**src/rtl/game_pkg.sv**
```systemverilog
// Shared game definitions: direction encodings, opposite-direction helper and
// the movement scheduler state encoding.
package game_pkg;

  localparam logic [1:0] DIR_UP    = 2'd0;
  localparam logic [1:0] DIR_DOWN  = 2'd1;
  localparam logic [1:0] DIR_LEFT  = 2'd2;
  localparam logic [1:0] DIR_RIGHT = 2'd3;

  typedef enum logic [1:0] {
    IDLE   = 2'd0,
    FIRST  = 2'd1,
    DELAY  = 2'd2,
    REPEAT = 2'd3
  } sched_state_t;

  // Up/down and left/right differ only in bit 0.
  function automatic logic [1:0] opposite_dir(input logic [1:0] dir);
    return dir ^ 2'b01;
  endfunction

endpackage

```
**src/rtl/dir_pick.sv**
```systemverilog
// Combinational lowest-index selector over a 4-bit request mask, with bits in
// excl removed from consideration before selection.
module dir_pick (
  input  logic [3:0] mask,
  input  logic [3:0] excl,
  output logic       valid,
  output logic [1:0] dir
);

  logic [3:0] eff;

  genvar gi;
  generate
    for (gi = 0; gi < 4; gi++) begin : g_eff
      assign eff[gi] = mask[gi] & ~excl[gi];
    end
  endgenerate

  assign valid = |eff;

  always_comb begin
    dir = 2'd0;
    for (int i = 3; i >= 0; i--) begin
      if (eff[i]) dir = 2'(i);
    end
  end

endmodule

```
**src/rtl/dir_step_scheduler.sv**
```systemverilog
// Arbitrates four debounced direction buttons into frame-aligned step pulses:
// immediate first step, hold delay, then auto-repeat.
// Optional: define DIR_REVERSE_BLOCK_EN to ignore the direction opposite last_dir.
module dir_step_scheduler
  import game_pkg::*;
#(
  parameter int REPEAT_DELAY = 15,
  parameter int REPEAT_RATE  = 4,
  parameter int CNT_W        = 8
) (
  input  logic       clk,
  input  logic       rst,
  input  logic       enable,
  input  logic [3:0] btn,
  input  logic       frame_tick,
  output logic       step,
  output logic [1:0] step_dir,
  output logic [1:0] last_dir,
  output logic       held
);

  sched_state_t     state_reg, state_next;
  logic [1:0]       active_reg, active_next;
  logic             pending_reg, pending_next;
  logic [CNT_W-1:0] cnt_reg, cnt_next, cnt_inc;
  logic [3:0]       btn_q_reg;
  logic             step_reg, step_next;
  logic [1:0]       step_dir_reg, last_dir_reg;
  logic             held_reg, held_next;

  logic [3:0] rise, excl;
  logic       rise_valid, cand_valid;
  logic [1:0] rise_dir, cand_dir;

  assign rise    = btn & ~btn_q_reg;
  assign cnt_inc = cnt_reg + 1'b1;

`ifdef DIR_REVERSE_BLOCK_EN
  assign excl = 4'b0001 << opposite_dir(last_dir_reg);
`else
  assign excl = 4'b0000;
`endif

  dir_pick u_pick_rise (
    .mask  (rise),
    .excl  (excl),
    .valid (rise_valid),
    .dir   (rise_dir)
  );

  // Fallback candidates: every held, non-excluded button.
  dir_pick u_pick_held (
    .mask  (btn),
    .excl  (excl),
    .valid (cand_valid),
    .dir   (cand_dir)
  );

  always_comb begin
    state_next   = state_reg;
    active_next  = active_reg;
    pending_next = pending_reg;
    cnt_next     = cnt_reg;
    step_next    = 1'b0;

    if (!enable) begin
      state_next   = IDLE;
      pending_next = 1'b0;
      cnt_next     = '0;
    end else if (rise_valid) begin
      active_next  = rise_dir;
      pending_next = 1'b1;
      state_next   = FIRST;
      cnt_next     = '0;
    end else if (!cand_valid) begin
      state_next   = IDLE;
      pending_next = 1'b0;
      cnt_next     = '0;
    end else if (state_reg != IDLE && !btn[active_reg]) begin
      // Active button let go while others remain: hand over to the next one.
      active_next  = cand_dir;
      pending_next = 1'b1;
      state_next   = FIRST;
      cnt_next     = '0;
    end else if (frame_tick) begin
      case (state_reg)
        FIRST: begin
          if (pending_reg) begin
            step_next    = 1'b1;
            pending_next = 1'b0;
            cnt_next     = '0;
            state_next   = DELAY;
          end
        end
        DELAY: begin
          if (cnt_inc == CNT_W'(REPEAT_DELAY)) begin
            step_next  = 1'b1;
            cnt_next   = '0;
            state_next = REPEAT;
          end else begin
            cnt_next = cnt_inc;
          end
        end
        REPEAT: begin
          if (cnt_inc == CNT_W'(REPEAT_RATE)) begin
            step_next = 1'b1;
            cnt_next  = '0;
          end else begin
            cnt_next = cnt_inc;
          end
        end
        default: ;
      endcase
    end

    held_next = (state_next != IDLE) && btn[active_next];
  end

  always_ff @(posedge clk or negedge rst) begin
    if (!rst) begin
      state_reg    <= IDLE;
      active_reg   <= DIR_UP;
      pending_reg  <= 1'b0;
      cnt_reg      <= '0;
      btn_q_reg    <= 4'b0000;
      step_reg     <= 1'b0;
      step_dir_reg <= DIR_UP;
      last_dir_reg <= DIR_UP;
      held_reg     <= 1'b0;
    end else begin
      state_reg   <= state_next;
      active_reg  <= active_next;
      pending_reg <= pending_next;
      cnt_reg     <= cnt_next;
      btn_q_reg   <= btn;
      step_reg    <= step_next;
      held_reg    <= held_next;
      if (step_next) begin
        step_dir_reg <= active_reg;
        last_dir_reg <= active_reg;
      end
    end
  end

  assign step     = step_reg;
  assign step_dir = step_dir_reg;
  assign last_dir = last_dir_reg;
  assign held     = held_reg;

endmodule

```
**config.mk**
```make
export PLATFORM = sky130hd
export DESIGN_NAME = dir_step_scheduler
export DESIGN_NICKNAME = d
export VERILOG_FILES = /design/src/rtl/game_pkg.sv /design/src/rtl/dir_pick.sv /design/src/rtl/dir_step_scheduler.sv
export SDC_FILE = /design/constraint.sdc
export NUM_CORES = 1
export LEC_CHECK = 0
export ABC_CLOCK_PERIOD_IN_PS = 3100
export CORE_MARGIN = 2
export CORE_UTILIZATION = 30
export CTS_CLUSTER_SIZE = 30
export DETAILED_ROUTE_END_ITERATION = 6
export PLACE_DENSITY = 0.47
export SETUP_SLACK_MARGIN = 0.02
export SKIP_LAST_GASP = 1
export SLEW_MARGIN = 15
export SYNTH_ARGS = -nofsm -noshare
export SYNTH_HDL_FRONTEND = slang
export SYNTH_SLANG_ARGS = --single-unit
```
**constraint.sdc**
```tcl
create_clock -name clk -period 3.1 [get_ports clk]
set_clock_uncertainty 0.1 [all_clocks]
set_input_delay 0.465 -clock clk [delete_from_list [all_inputs] [get_ports clk]]
set_output_delay 0.465 -clock clk [all_outputs]
set_load 0.02 [all_outputs]
```
==> results.md <==
* Leakage at 0.6520 nW
* Port Buffer Count at 13
* Fin crit share at 81.57%
* Max FO, Critical Path at 10
* Worst hold slack at 0.3994 ns
* Total power at 0.6435 mW
* Worst hold path type: flop to flop
* Num rows at 24
* Post-synthesis cell type count at 44
* Reg2reg path depth at 7
* Mapped Area at 1338 um2
* Asr flop ratio synth at 100.0%
* CP endpoint kind: flop
* Vias per inst at 5.162
* CTS tree: yes
* Unrepaired setup endpoints after global routing: false
* Combinational share of power at 23.9%
* Worst EP required at 3.18 ns
* Crit Reg-Reg Endpoint: cnt_reg[6]
* Clock Sinks at 21
* CTS Hold Bufs at 0
* Top FF cell, synth: dfrtp_1
* R2R Setup Slk at 0.72 ns
* Switching Fraction at 29.72%
* Overflow after GRT at 0
* Final Routed Wirelength at 3013 um
* Antenna violations before repair at 0
* Initial Util at 30.93%
* Relative slew slack at 69.58%
* Vias at 1084
* # IOs at 14
* Largest register FFs at 8
* Layout Nets at 176
* Die X at 70.77 um
* FMAX at 395.5 MHz
* Syn_area_per_cell at 9.419 um2
* Final hold vios at 0
* Largest net degree at the start of global routing at 22
* Hold Path Depth at 1
* Cell area after layout at 1575 um2
* Maxcap violations at 0
* DR DRC count at 0
* Register area share after synthesis at 39.29%
* Die outline height at 70.77 um
* Avg WL per Cell at 14.35 um
* Critical Path AT at 2.61 ns
* Ys Warns at 0
* Status: finished clean
* Max-slew violations at 0
* Root Buffer: clkbuf_8
* Fillcell total at 456
* Setup tns final at 0 ns
* Post-synth EDFFs at 0
* HPWL Detailed at 2271 um
* Final ANT Viol Nets at 0
* Drt pass-1 iters at 4
* # setup viols final at 0
* Layout area overhead at 17.77%
* Vias in the first global route at 1059
* N_diodes at 0
* Drt initial violations at 27
* All-Layer GR Usage at 13.41%
* Core box area at 4324 um2
* NetSw at 0.1912 mW
* Crit Path Category: primary input to flop
* Reg power frac at 47.8%
* RR Startpoint: state_reg[1]
* Max rail drop VDD at 0.2257 mV
* Share of post-route cells with drive strength above 1 at 6.962%
* Clk_lat worst skew at 0.26 ns
* Postcts setup bufs at 0
* Cells after DPL at 206
* Area after DPL at 1529 um2
* Synthesized flop and latch total at 21
* CTS HTree Levels at 1
* Die footprint at 5008 um2
* Final std cells w/o fill at 210
* Clk network pwr share at 28.3%
* Clk slew on worst S/H paths at 0.08 ns
* Total CTS buffers at 3
* Tmin final at 2.529 ns
* Max clock buf depth at 2
* Setup crit start: btn[0]
* Cts repair resizes at 0
* Mapped Cells at 142
* Critical path launch point type: primary input
* Power density over the cells at 408.5 nW/um2
* Setup crit end: cnt_reg[6]
* First-pass GRT wire length at 5278 um
* Hold_sp: cnt_reg[7]
* Placer Congestion at 0.7301
* Cell Int Power at 0.4523 mW
* Slew @ Worst Pin at 0.4549 ns
* Mapped Nets at 159
==> kinds of logic (layout without fill, tap and decap cells) <==
logic type	Yosys count	after routing	share of synthesized area, %
buffers and inverters	13	29	4.208
flip-flops	21	21	39.29
AND/OR/NAND/NOR	53	53	21.24
multiplexers	6	6	4.677
AO/OA/AOI/OAI	37	37	20.21
XOR/XNOR	3	3	1.965
adder cells (fa/ha/maj)	9	9	8.419
==> cell usage after synthesis (2+ instances only) <==
cell      number  area [um2]
xor2_1         2       17.52
mux2_1         2       22.52
nor2b_1        6       37.54
buf_4          2       15.01
dfrtp_1       21       525.5
nand3_1        9       45.04
nor2_1         6       22.52
nand4_1        2       12.51
o21ai_0        3       15.01
a211oi_1       5       37.54
nor3_1         3       15.01
nand2b_1       4       25.02
ha_1           9       112.6
inv_1          9       33.78
o21ai_1        6       30.03
nand2_1       11       41.29
mux2i_1        4       40.04
and2_1         3       18.77
and3_1         3       18.77
a21oi_1        8       40.04
==> through the flow <==
step | worst slack, ns | util [%]
after floorplan | 1.020 | -
after global placement | 0.3332 | 35.36
after detailed placement | 0.3179 | 35.36
after CTS | 0.5890 | 36.43
after global routing | 0.3869 | 36.43
final | 0.5714 | 36.43
==> cell usage in the layout (no fill, tap or decap), types with 3 or more instances in the layout <==
master / count
ha_1: 9
nand3_1: 9
nor3_1: 3
o21ai_0: 3
clkbuf_8: 3
nand2_1: 11
a21oi_1: 8
mux2i_1: 4
nor2b_1: 6
nand2b_1: 4
o21ai_1: 6
clkdlybuf4s50_1: 13
nor2_1: 6
dfrtp_1: 21
a211oi_1: 5
and3_1: 3
and2_1: 3
inv_1: 9
==> how the worst min path moves through the flow <==
stage,end,slack (ns)
global placement,cnt_reg[7],0.39
detailed placement,cnt_reg[7],0.39
finish,cnt_reg[7],0.40
floorplan,active_reg[0],0.07
CTS,cnt_reg[7],0.40
global route,cnt_reg[7],0.42
==> power groups by stage <==
stage | clock network [mW] | registers (mW) | logic [mW]
2_1_floorplan | 0 | 0.317 | 0.0897
3_3_place_gp | 0 | 0.313 | 0.155
3_5_place_dp | 0 | 0.313 | 0.156
4_1_cts | 0.193 | 0.308 | 0.157
5_1_grt | 0.208 | 0.311 | 0.169
6_report | 0.182 | 0.308 | 0.154
==> area by class of cell <==
cell class	instances	area, um2	area share [%]
sequential	21	525.5	33.36
clock inverter	1	5.005	0.3177
multi-input combinational	108	755.7	47.97
tap	52	65.06	4.130
inverter	10	37.54	2.383
clock buffer	3	41.29	2.621
timing repair buffer	15	145.1	9.214
==> layer usage <==
metal	up-vias	GRT usage, %	wire length [um]
li1	549	-	-
met1	516	16.76	1382
met2	15	22.53	1484
met3	4	4.274	120
met4	0	3.354	25
met5	-	0	0
==> critical path, cell delays in order <==
cell	delay, ns
clkdlybuf4s50_1	0.65
mux2i_1	0.16
a22oi_2	0.29
nand3_1	0.27
a211oi_4	0.45
o21ai_1	0.13
a31oi_1	0.19
Power figures use the tool's default switching activity.
